**config.mk**
```make
export PLATFORM = sky130hd
export DESIGN_NAME = hazard_scoreboard_unit_flat
export DESIGN_NICKNAME = d
export VERILOG_FILES = /design/src/rtl/hazard_scoreboard_unit_if.sv /design/src/rtl/hazard_scoreboard_unit.sv /design/src/flat_wrapper.sv
export SDC_FILE = /design/constraint.sdc
export NUM_CORES = 1
export LEC_CHECK = 0
export CAP_MARGIN = 20
export CORE_UTILIZATION = 45
export DETAILED_ROUTE_END_ITERATION = 10
export PLACE_DENSITY = 0.69
export REMOVE_ABC_BUFFERS = 1
export SYNTH_ARGS = -nofsm -noshare
export SYNTH_HDL_FRONTEND = slang
export SYNTH_SLANG_ARGS = --single-unit
```
**constraint.sdc**
```tcl
create_clock -name i_clock -period 8.91 [get_ports i_clock]
set_clock_uncertainty 0.15 [all_clocks]
set_input_delay 1.3365 -clock i_clock [delete_from_list [all_inputs] [get_ports i_clock]]
set_output_delay 1.3365 -clock i_clock [all_outputs]
set_load 0.05 [all_outputs]
```
**src/rtl/hazard_scoreboard_unit_if.sv**
```systemverilog
// Pipeline-side bundle for hazard_scoreboard_unit. Optional statistics signals
// appear only when HAZARD_STATS_EN is defined.
interface hazard_scoreboard_unit_if #(
    parameter int NB_REG_ADDRESS = 5
`ifdef HAZARD_STATS_EN
    , parameter int NB_STATS = 32
`endif
);
    logic [NB_REG_ADDRESS-1:0] i_rs_if_id;
    logic [NB_REG_ADDRESS-1:0] i_rt_if_id;
    logic                      i_rs_used;
    logic                      i_rt_used;
    logic [NB_REG_ADDRESS-1:0] i_rt_id_ex;
    logic                      i_mem_read_id_ex;
    logic                      i_jump_branch;
    logic                      i_branch;
    logic                      o_risk_detected;
    logic                      o_no_risk_detected;
    logic                      o_if_flush;
    logic                      o_flush_busy;
`ifdef HAZARD_STATS_EN
    logic                      i_stats_clear;
    logic [NB_STATS-1:0]       o_stall_count;
    logic [NB_STATS-1:0]       o_flush_count;
`endif

    modport master (
        output i_rs_if_id, i_rt_if_id, i_rs_used, i_rt_used,
               i_rt_id_ex, i_mem_read_id_ex, i_jump_branch, i_branch,
        input  o_risk_detected, o_no_risk_detected, o_if_flush, o_flush_busy
`ifdef HAZARD_STATS_EN
        , output i_stats_clear
        , input  o_stall_count, o_flush_count
`endif
    );

    modport slave (
        input  i_rs_if_id, i_rt_if_id, i_rs_used, i_rt_used,
               i_rt_id_ex, i_mem_read_id_ex, i_jump_branch, i_branch,
        output o_risk_detected, o_no_risk_detected, o_if_flush, o_flush_busy
`ifdef HAZARD_STATS_EN
        , input  i_stats_clear
        , output o_stall_count, o_flush_count
`endif
    );
endinterface

```
**src/rtl/hazard_scoreboard_unit.sv**
```systemverilog
// Load-use hazard scoreboard plus multi-cycle wrong-path flush sequencer for the
// 5-stage MIPS ID stage. Define HAZARD_STATS_EN to add stall/flush counters.
module hazard_scoreboard_unit #(
    parameter int NB_REG_ADDRESS = 5,
    parameter int LOAD_LATENCY   = 1,
    parameter int FLUSH_CYCLES   = 1
`ifdef HAZARD_STATS_EN
    , parameter int NB_STATS     = 32
`endif
) (
    input  logic                   i_clock,
    input  logic                   i_reset_n,
    hazard_scoreboard_unit_if.slave bus
);

    localparam int         NB_ENTRIES = 2 ** NB_REG_ADDRESS;
    localparam logic [3:0] LOAD_INIT  = 4'(LOAD_LATENCY - 1);
    localparam logic [2:0] FLUSH_INIT = 3'(FLUSH_CYCLES - 1);

    typedef enum logic {
        IDLE  = 1'b0,
        FLUSH = 1'b1
    } state_t;

    logic [3:0] r_entry [NB_ENTRIES];
    state_t     r_state;
    state_t     w_state_next;
    logic [2:0] r_cnt;
    logic [2:0] w_cnt_next;
    logic       w_load;
    logic       w_immediate;
    logic       w_pending;
    logic       w_hazard;
    logic       w_take;
    logic       w_if_flush;

    assign w_load      = bus.i_mem_read_id_ex && (bus.i_rt_id_ex != '0);
    assign w_immediate = w_load &&
                         ((bus.i_rs_used && (bus.i_rt_id_ex == bus.i_rs_if_id)) ||
                          (bus.i_rt_used && (bus.i_rt_id_ex == bus.i_rt_if_id)));
    assign w_pending   = (bus.i_rs_used && (r_entry[bus.i_rs_if_id] != '0)) ||
                         (bus.i_rt_used && (r_entry[bus.i_rt_if_id] != '0));
    assign w_hazard    = (r_state == IDLE) && (w_immediate || w_pending);
    assign w_take      = (bus.i_jump_branch || bus.i_branch) && !w_hazard;

    // NOTE: the scoreboard array is reset explicitly; a stale count left over
    // from before reset would stall an unrelated instruction afterwards.
    always_ff @(posedge i_clock or negedge i_reset_n) begin
        if (!i_reset_n) begin
            for (int i = 0; i < NB_ENTRIES; i++) r_entry[i] <= '0;
        end else begin
            for (int i = 0; i < NB_ENTRIES; i++) begin
                if (w_load && (bus.i_rt_id_ex == NB_REG_ADDRESS'(i)))
                    r_entry[i] <= LOAD_INIT;
                else if (r_entry[i] != '0)
                    r_entry[i] <= r_entry[i] - 1'b1;
            end
        end
    end

    always_ff @(posedge i_clock or negedge i_reset_n) begin
        if (!i_reset_n) begin
            r_state <= IDLE;
            r_cnt   <= '0;
        end else begin
            r_state <= w_state_next;
            r_cnt   <= w_cnt_next;
        end
    end

    // NOTE: every output of this block is defaulted first so no path leaves a
    // signal unassigned and infers a latch.
    always_comb begin
        w_state_next = r_state;
        w_cnt_next   = r_cnt;
        w_if_flush   = 1'b0;
        case (r_state)
            IDLE: begin
                if (w_take) begin
                    w_if_flush = 1'b1;
                    if (FLUSH_CYCLES > 1) begin
                        w_state_next = FLUSH;
                        w_cnt_next   = FLUSH_INIT;
                    end
                end
            end
            FLUSH: begin
                // Requests seen here come from wrong-path fetches and are dropped.
                w_if_flush = 1'b1;
                if (r_cnt <= 3'd1) begin
                    w_state_next = IDLE;
                    w_cnt_next   = '0;
                end else begin
                    w_cnt_next   = r_cnt - 1'b1;
                end
            end
            default: begin
                w_state_next = IDLE;
                w_cnt_next   = '0;
            end
        endcase
    end

    assign bus.o_risk_detected    = w_hazard;
    assign bus.o_no_risk_detected = !w_hazard;
    assign bus.o_if_flush         = w_if_flush;
    assign bus.o_flush_busy       = (r_state == FLUSH);

`ifdef HAZARD_STATS_EN
    logic [NB_STATS-1:0] r_stall_count;
    logic [NB_STATS-1:0] r_flush_count;

    always_ff @(posedge i_clock or negedge i_reset_n) begin
        if (!i_reset_n) begin
            r_stall_count <= '0;
            r_flush_count <= '0;
        end else if (bus.i_stats_clear) begin
            r_stall_count <= '0;
            r_flush_count <= '0;
        end else begin
            if (w_hazard && !(&r_stall_count))
                r_stall_count <= r_stall_count + 1'b1;
            if (w_if_flush && !(&r_flush_count))
                r_flush_count <= r_flush_count + 1'b1;
        end
    end

    assign bus.o_stall_count = r_stall_count;
    assign bus.o_flush_count = r_flush_count;
`endif

endmodule

```
**src/flat_wrapper.sv**
```systemverilog
// flat-port wrapper written by rule: the top's interface ports become plain ports
module hazard_scoreboard_unit_flat 
#(
    parameter int NB_REG_ADDRESS = 5,
    parameter int LOAD_LATENCY   = 1,
    parameter int FLUSH_CYCLES   = 1

)
  (i_clock, i_reset_n, bus_i_rs_if_id, bus_i_rt_if_id, bus_i_rs_used, bus_i_rt_used, bus_i_rt_id_ex, bus_i_mem_read_id_ex, bus_i_jump_branch, bus_i_branch, bus_o_risk_detected, bus_o_no_risk_detected, bus_o_if_flush, bus_o_flush_busy);
  hazard_scoreboard_unit_if #(.NB_REG_ADDRESS(NB_REG_ADDRESS)) bus_i ();
  input  logic i_clock;
  input  logic i_reset_n;
  input wire logic [$bits(bus_i.i_rs_if_id)-1:0] bus_i_rs_if_id;
  input wire logic [$bits(bus_i.i_rt_if_id)-1:0] bus_i_rt_if_id;
  input wire logic [$bits(bus_i.i_rs_used)-1:0] bus_i_rs_used;
  input wire logic [$bits(bus_i.i_rt_used)-1:0] bus_i_rt_used;
  input wire logic [$bits(bus_i.i_rt_id_ex)-1:0] bus_i_rt_id_ex;
  input wire logic [$bits(bus_i.i_mem_read_id_ex)-1:0] bus_i_mem_read_id_ex;
  input wire logic [$bits(bus_i.i_jump_branch)-1:0] bus_i_jump_branch;
  input wire logic [$bits(bus_i.i_branch)-1:0] bus_i_branch;
  output wire logic [$bits(bus_i.o_risk_detected)-1:0] bus_o_risk_detected;
  output wire logic [$bits(bus_i.o_no_risk_detected)-1:0] bus_o_no_risk_detected;
  output wire logic [$bits(bus_i.o_if_flush)-1:0] bus_o_if_flush;
  output wire logic [$bits(bus_i.o_flush_busy)-1:0] bus_o_flush_busy;
  assign bus_i.i_rs_if_id = bus_i_rs_if_id;
  assign bus_i.i_rt_if_id = bus_i_rt_if_id;
  assign bus_i.i_rs_used = bus_i_rs_used;
  assign bus_i.i_rt_used = bus_i_rt_used;
  assign bus_i.i_rt_id_ex = bus_i_rt_id_ex;
  assign bus_i.i_mem_read_id_ex = bus_i_mem_read_id_ex;
  assign bus_i.i_jump_branch = bus_i_jump_branch;
  assign bus_i.i_branch = bus_i_branch;
  assign bus_o_risk_detected = bus_i.o_risk_detected;
  assign bus_o_no_risk_detected = bus_i.o_no_risk_detected;
  assign bus_o_if_flush = bus_i.o_if_flush;
  assign bus_o_flush_busy = bus_i.o_flush_busy;
  hazard_scoreboard_unit #(.NB_REG_ADDRESS(NB_REG_ADDRESS), .LOAD_LATENCY(LOAD_LATENCY), .FLUSH_CYCLES(FLUSH_CYCLES)) u_core (.i_clock(i_clock), .i_reset_n(i_reset_n), .bus(bus_i));
endmodule
```
== Word level (Yosys, flattened, before mapping) ==
Index checks and enable logic that the tools add are counted.

* Output and inout port bits: 4
* Flip-flop bits (word level): 132

* $add $sub $neg: 33
* Equality and inequality tests: 33
* Bitwise operators: 3
* Magnitude comparators: 3
* Reduce and logical (&&, ||, !) cells: 113
* Multiplexer cells: 75

{| class="wikitable"
|+ Operator list
! operator !! count
|-
| 2-to-1 mux 4 bit || 68
|-
| nonzero test 4 bit || 34
|-
| subtractor 4 x 1 -> 4 bit, second input constant || 32
|-
| equality test 5 bit, second input constant || 16
|-
| nonzero test 2 bit || 32
|-
| binary-select mux 4 bit (select 5 bit) || 2
|-
| equality test 5 x 4 -> 1 bit, second input constant || 8
|-
| logical AND 1 bit || 40
|-
| equality test 5 x 3 -> 1 bit, second input constant || 4
|-
| greater-or-equal comparator 6 bit, second input constant || 2
|-
| NOT 5 -> 6 bit || 2
|-
| equality test 5 x 2 -> 1 bit, second input constant || 2
|-
| equality test 5 bit || 2
|-
| equality test 5 x 1 -> 1 bit, second input constant || 1
|-
| logical NOT 5 bit || 1
|-
| nonzero test 5 bit || 1
|-
| logical OR 1 bit || 4
|-
| less-or-equal comparator 3 x 1 -> 1 bit, second input constant || 1
|-
| 2-to-1 mux 1 bit || 3
|-
| 2-to-1 mux 3 bit || 1
|-
| subtractor 3 x 1 -> 3 bit, second input constant || 1
|-
| one-hot mux 1 bit (2 select lines) || 1
|-
| logical NOT 1 bit || 1
|-
| NOT 1 bit || 1
|}

== Longest topological paths before layout ==
Gate-level depths: netlist of run 1.

* Word-level depth: 13
* Gate-level depth with buffers: 8

== Worst setup path before layout of run 1 ==
OpenSTA, ideal clock, no wires.

* Path kind: in2out
* Start point: input bus_i_rt_if_id[1]
* End point: output bus_o_if_flush
* Slack: 3.585 ns
* Data required time: 7.424 ns
* Stages on the path: 6
* Arrival time: 3.838 ns
* Cell sequence: clkbuf_1 > clkbuf_1 > mux4_2 > a22o_1 > o311a_1 > nor3_1

* Cells in the longest elaborated chain, start to end: 13
* Elaborated cells between the ends (all ways): 17

{| class="wikitable"
|+ RTL lines
! what !! line !! text
|-
| start: declaration || flat_wrapper.sv:14 || <nowiki>input wire logic [$bits(bus_i.i_rt_if_id)-1:0] bus_i_rt_if_id;</nowiki>
|-
| NOT 5 -> 6 bit (not written as such) || hazard_scoreboard_unit.sv:42 || <nowiki>(bus.i_rt_used && (r_entry[bus.i_rt_if_id] != '0));</nowiki>
|-
| binary-select mux 4 bit (select 5 bit) || hazard_scoreboard_unit.sv:42 ||
|-
| 2-to-1 mux 4 bit (not written as such) (2 in a row) || hazard_scoreboard_unit.sv:42 ||
|-
| nonzero test 4 bit || hazard_scoreboard_unit.sv:42 ||
|-
| logical AND 1 bit || hazard_scoreboard_unit.sv:42 ||
|-
| logical OR 1 bit || hazard_scoreboard_unit.sv:41 || <nowiki>assign w_pending = (bus.i_rs_used && (r_entry[bus.i_rs_if_id] != '0)) ||</nowiki>
|-
| logical OR 1 bit * || hazard_scoreboard_unit.sv:43 || <nowiki>assign w_hazard = (r_state == IDLE) && (w_immediate || w_pending);</nowiki>
|-
| logical AND 1 bit * || hazard_scoreboard_unit.sv:43 ||
|-
| logical NOT 1 bit * || hazard_scoreboard_unit.sv:44 || <nowiki>assign w_take = (bus.i_jump_branch || bus.i_branch) && !w_hazard;</nowiki>
|-
| logical AND 1 bit * || hazard_scoreboard_unit.sv:44 ||
|-
| 2-to-1 mux 1 bit * || hazard_scoreboard_unit.sv:79 || <nowiki>if (w_take) begin</nowiki>
|-
| one-hot mux 1 bit (2 select lines) * || hazard_scoreboard_unit.sv:77 || <nowiki>case (r_state)</nowiki>
|-
| end: declaration || flat_wrapper.sv:23 || <nowiki>output wire logic [$bits(bus_i.o_if_flush)-1:0] bus_o_if_flush;</nowiki>
|}

Mark *: on every way between the ends. The rest lies on a longest branch, timed or not. The select of a mux whose other input is x is not followed.

== Worst setup path in the final report of run 1 ==
Same ends and word-level chain as after synthesis.

==> key figures, run 1 <==
Worst setup path
  – Worst setup EP type: output port
  – CP bufs+invs: 2
  – Critical path fanouts, max: 15
  – Worst Path Arrival: 4.58 ns
  – Crit-path slowest cell: clkdlybuf4s50_1
  – Worst path top cell family by delay: buffers and inverters
  – CP Launch Type: primary input
  – Cells along the critical path: clkdlybuf4s50_1, nor2b_1, a22o_1, a21oi_1, a22o_1, o311a_1, nor3_1, clkdlybuf4s50_1
  – CP Data Required Time: 7.42 ns
  – WS Path Type: primary input to output port
  – Worst path max stage delay: 0.88 ns

Synth
  – Most used DFF post-synth: dfrtp_1
  – Post-synth top area cell: dfrtp_1
  – Largest cells by area after synthesis: dfrtp_1, ha_1, nor2_1
  – Syn avg cell area: 9.06 um^2
  – Async S/R FF share, synth: 100%
  – Yosys Warn Count: 0
  – Post-synth EDFFs: 0
  – Distinct cell type count after synthesis: 46
  – Post-synthesis sequential area ratio: 41.2%
  – Flop and latch count out of synthesis: 132
  – Post-Synthesis Cells: 884
  – Synthesized area: 8010 um^2
  – Synth top area share: 41.2%

Run
  – Max cap viols: 0

Detailed routing
  – Final wirelength: 16.9 mm
  – Vias per cell: 5.42
  – Initial drt markers: 359
  – DRC viols: 0
  – WL/cell: 14.6 um
  – DR pass1 iterations: 4
  – Vias: 6256
  – Routed Antenna Nets: 0

Placement
  – Pre-CTS WS: 2.90 ns
  – Number of port buffers: 25
  – DP HPWL: 12.4 mm
  – GPL Wtd Cong: 0.907
  – Post-Place Cells: 1122

Pwr
  – VDD IR max: 0.188 mV
  – Power Density: 354 nW/um^2
  – Leak pwr: 4.12 nW
  – Tot Pwr: 0.00322 W

Finish
  – Fin nets: 1004
  – Most frequent cells in the layout: nor2_1, dfrtp_1, inv_1
  – N_diodes: 0
  – Area growth from synthesis to layout: 13.5%
  – Final Util: 52.4%
  – Non-filler cells, final: 1154
  – Layout cells sized above 1: 5.71%
  – Commonest non-fill, non-tap cell in the layout: nor2_1

Clock tree
  – Clock buffer depth: 2
  – TritonCTS Buffers: 17
  – H-tree levels: 4
  – Clk sinks: 132
  – Post_cts resized: 0
  – Clock root cell: clkbuf_16
  – TritonCTS clock tree: done
  – Post-CTS setup buffers: 0
  – Count of hold-fix buffers inserted at cts: 0
  – Clock latency on the worst-skew pair: 0.42 ns
  – Clock transition at path regs: 0.05 ns

Global route
  – Global-route wire length before repair: 28.3 mm
  – Number of global-route vias before repair: 6017
  – Overall routing resource usage: 20.1%
  – GR Overflow Total: 0
  – Initial antenna violation count: 0
  – Largest net degree at the start of global routing: 75

Floorplanning
  – Io pins: 26
  – # rows: 48
  – Full die area: 18300 um^2
  – Core Region: 17400 um^2
  – Initial core utilization: 46.1%
  – Die width: 135 um
  – Die Height: 135 um

Timing
  – Final Hold Violating Endpoints: 0
  – Fin. max-slew vios: 0
  – RSZ-0062 raised after global routing: no
  – Crit path time final: 6.07 ns
  – Slew margin rel.: 36.9%
  – Ratio of final minimum period to clock period: 68.1%
  – Worst slew pin tran: 0.947 ns
  – Setup violators final: 0
  – Achievable frequency: 165 MHz
  – TNS Setup: 0 ns
  – Worst setup margin: 2.84 ns

Min path
  – Hold crit path type: flip-flop to flip-flop

Outcome
  – Status: completed
## worst reg2reg max path, stage by stage, from the launching register on
cell and delay (ns):
dfrtp_1 0.39, inv_1 0.12, ha_1 0.21, nor3b_1 0.41
nor2_1 0.08, a21oi_1 0.14, nor2_1 0.06
## Yosys cell counts, types with 2 or more instances
cell and count:
a211oi_1 20, a21o_1 2, a21oi_1 76, a22o_1 2, a22oi_1 3, a311o_1 2
a31oi_1 2, and3_1 2, clkbuf_1 12, dfrtp_1 132, ha_1 66, inv_1 86
mux2i_1 22, mux4_2 8, nand2_1 20, nand2b_1 44, nand3_1 10, nand3b_1 18
nand4_1 3, nor2_1 167, nor2b_1 7, nor3_1 27, nor3b_1 12, nor4_1 31
o21ai_0 3, o31ai_1 6, or2_2 11, or3_1 29, or4_1 4, xnor2_1 34
xor2_1 8
## layer usage
metal / GRT usage (%) / part of all wire (%) / vias up
li1: - / - / 3094
met1: 25.1 / 45 / 2969
met2: 32.3 / 46 / 156
met3: 5.65 / 6.3 / 37
met4: 8.86 / 2.6 / 0
met5: 0 / 0 / -
## cells by family after synthesis
kind of cell               share of synthesized area, %
and+or+nand+nor                                    24.5
DFF                                                41.2
AOI/OAI and AO/OA                                  9.51
buffers and inverters                              4.69
adders and majority gates                          10.3
xor gates and xnor gates                           4.59
muxes                                              5.14
## flip-flops by register name, indices dropped and copies added, names as in the netlist
signal                   flops
u_core.r_cnt                 3
u_core.r_entry             128
u_core.bus.o_flush_busy      1
## area by class of cell
| class | instances | area, um^2 |
|---|---|---|
| clock buffers | 22 | 454 |
| multi-input cells | 652 | 4330 |
| well taps | 225 | 282 |
| clock inverters | 10 | 131 |
| inverters | 87 | 327 |
| repair buffers | 26 | 259 |
| flip-flops and latches | 132 | 3300 |
| fillers | 1572 | 8270 |
## path summary, 6_finish.rpt
| kind | from | to | slack [ns] | cells past startpoint |
|---|---|---|---|---|
| setup / recovery | bus_i_rt_if_id[1] | bus_o_if_flush | 2.84 | 8 |
| hold / removal | u_core.r_cnt[2]$_DFFE_PN0P_ | u_core.r_cnt[2]$_DFFE_PN0P_ | 0.36 | 1 |
| setup reg to reg | u_core.r_entry[56]$_DFFE_PN0P_ | u_core.r_entry[57]$_DFFE_PN0P_ | 7.23 | 6 |
| hold reg to reg | u_core.r_cnt[2]$_DFFE_PN0P_ | u_core.r_cnt[2]$_DFFE_PN0P_ | 0.36 | 1 |
| max in group asynchronous | i_reset_n | u_core.r_entry[69]$_DFFE_PN0P_ | 6.54 | 2 |
| min in group asynchronous | i_reset_n | u_core.r_entry[26]$_DFFE_PN0P_ | 0.71 | 1 |
## through the flow
step / cell area [um^2] / hold slack, ns
2_1_floorplan: 7960 / 0.318
3_3_place_gp: 8500 / 0.332
3_5_place_dp: 8500 / 0.342
4_1_cts: 9090 / 0.372
5_1_grt: 9090 / 0.386
6_report: 9090 / 0.360
## report_power, final
part	internal [W]	switching (W)	total, W
clock network	0.000444	0.000252	0.000696
registers	0.000904	0.000294	0.00120
logic	0.000634	0.000691	0.00133
(Power assumes the default switching activity.)
==> run 2: changes to the inputs <==
Settings changed: PLACE_DENSITY 0.69 to 0.71.
Clock period 8.91 ns to 5.4 ns, I/O delays scaled along.
==> run 2 against run 1 <==
Compared with the run above:
- setup slack got worse by 2.3 ns
- flip-flop and latch count unchanged
- routed wire length shrank 0.84%
- critical path type unchanged
==> key figures, run 2 (synthesis results as in run 1) <==
Outcome
  – Status: completed

Detailed routing
  – Met1 WL: 7.74 mm
  – DR WL met3: 847 um
  – Initial drt markers: 340
  – Vias: 6213
  – WL/cell: 14.5 um
  – Routed Antenna Nets: 0
  – Max Used Layer: met5
  – DRC viols: 0
  – Detail Route met2 WL: 7.89 mm
  – Vias per cell: 5.38
  – Final wirelength: 16.7 mm
  – DR pass1 iterations: 5

Pwr
  – Leak pwr: 4.13 nW
  – Power Density: 583 nW/um^2
  – VDD IR max: 0.299 mV

Global route
  – Number of global-route vias before repair: 5904
  – GR Overflow Total: 0
  – Global-route wire length before repair: 28.2 mm
  – Initial antenna violation count: 1
  – Largest net degree at the start of global routing: 94
  – Overall routing resource usage: 19.8%

Timing
  – Final Hold Violating Endpoints: 0
  – Worst slew pin tran: 0.867 ns
  – TNS Setup: 0 ns
  – Setup violators final: 0
  – RSZ-0062 raised after global routing: no
  – Ratio of final minimum period to clock period: 90.7%
  – Hold WS: 0.307 ns
  – Crit path time final: 4.90 ns
  – Achievable frequency: 204 MHz
  – Fin. max-slew vios: 0
  – Slew margin rel.: 41.6%

Clock tree
  – TritonCTS Buffers: 17
  – Post-CTS setup buffers: 0
  – Post_cts resized: 0
  – Clock buffer depth: 2
  – Clock root cell: clkbuf_16
  – TritonCTS clock tree: done
  – H-tree levels: 4
  – Clock transition at path regs: 0.06 ns
  – Clock latency on the worst-skew pair: 0.42 ns
  – Clk sinks: 132
  – Count of hold-fix buffers inserted at cts: 0

Worst setup path
  – R2r setup slk: 3.73 ns
  – WS Path Type: primary input to output port
  – Worst Path Arrival: 3.94 ns
  – CP Launch Type: primary input
  – CP Data Required Time: 4.44 ns
  – Crit-path slowest cell: clkdlybuf4s50_1
  – Critical path fanouts, max: 15
  – Cells along the critical path: clkdlybuf4s50_1, nor2b_1, a22o_1, a21oi_1, a22o_1, o311a_1, nor3_1, clkdlybuf4s50_1
  – Worst setup EP type: output port
  – Worst path max stage delay: 0.86 ns

Floorplanning
  – Core Region: 17400 um^2
  – Io pins: 26
  – Full die area: 18300 um^2
  – Die Height: 135 um
  – # rows: 48
  – Die width: 135 um
  – Initial core utilization: 46.1%

Placement
  – Number of port buffers: 25
  – GPL Wtd Cong: 0.871
  – DP HPWL: 12.4 mm

Min path
  – Hold crit path type: primary input to async pin

Finish
  – N_diodes: 0
  – Max reg flops: 128
  – Fin nets: 1006
  – Most flop-heavy register: u_core.r_entry
  – Most frequent cells in the layout: nor2_1, dfrtp_1, inv_1
  – Area growth from synthesis to layout: 13.8%
  – Layout cells sized above 1: 6.13%
  – Multi-input combinational cell area: 4330 um^2
  – Commonest non-fill, non-tap cell in the layout: nor2_1
  – FF/Latch Area: 3300 um^2
  – # fillers: 1527

Run
  – Max cap viols: 0
run 2: worst max-delay path: cells and delay by family:
| family | cells | cell delay [ns] |
|---|---|---|
| buffers and inverters | 2 | 1.71 |
| AO/OA/AOI/OAI | 4 | 0.76 |
| AND/OR/NAND/NOR | 2 | 0.65 |
run 2: metal layers:
metal	up-vias	GRT usage [%]
met5	-	0
met3	24	4.75
met2	127	31.9
met4	2	6.80
li1	3108	-
met1	2952	26.0
run 2: layout make-up:
class	instances	share of cell area [%]
multi-input combinational	652	47.5
sequential	132	36.2
clock buffer	21	5.16
inverter	87	3.58
tap	225	3.09
timing repair buffer	28	3.01
clock inverter	10	1.43
run 2: final timing paths:
check	end	depth (start not counted)	from
worst min-delay path	u_core.r_entry[48]$_DFFE_PN0P_	1	i_reset_n
worst max register to register	u_core.r_entry[105]$_DFFE_PN0P_	6	u_core.r_entry[104]$_DFFE_PN0P_
worst min register to register	u_core.r_cnt[2]$_DFFE_PN0P_	1	u_core.r_cnt[2]$_DFFE_PN0P_
max in group asynchronous	u_core.r_entry[81]$_DFFE_PN0P_	2	i_reset_n
min in group i_clock	u_core.r_cnt[2]$_DFFE_PN0P_	1	u_core.r_cnt[2]$_DFFE_PN0P_
worst max-delay path	bus_o_if_flush	8	bus_i_rt_if_id[1]
run 2: metrics by stage:
| step | instance area, um^2 | power [W] | util [%] | setup slack, ns | cells |
|---|---|---|---|---|---|
| finish | 9120 | 0.00532 | 52.5 | 0.504 | 1155 |
| global route | 9120 | 0.00582 | 52.5 | 0.394 | 1155 |
| CTS | 9120 | 0.00536 | 52.5 | 0.567 | 1155 |
| detailed placement | 8520 | 0.00414 | 49.1 | 0.581 | 1124 |
| global placement | 8520 | 0.00407 | 49.1 | 0.640 | 1124 |
| floorplan | 7960 | 0.00364 | - | 1.41 | 871 |
run 2: power breakdown:
| group | switching, W | internal [W] |
|---|---|---|
| Sequential | 0.000481 | 0.00149 |
| Combinational | 0.00113 | 0.00105 |
| Clock | 0.000418 | 0.000754 |
| Total | 0.00203 | 0.00329 |
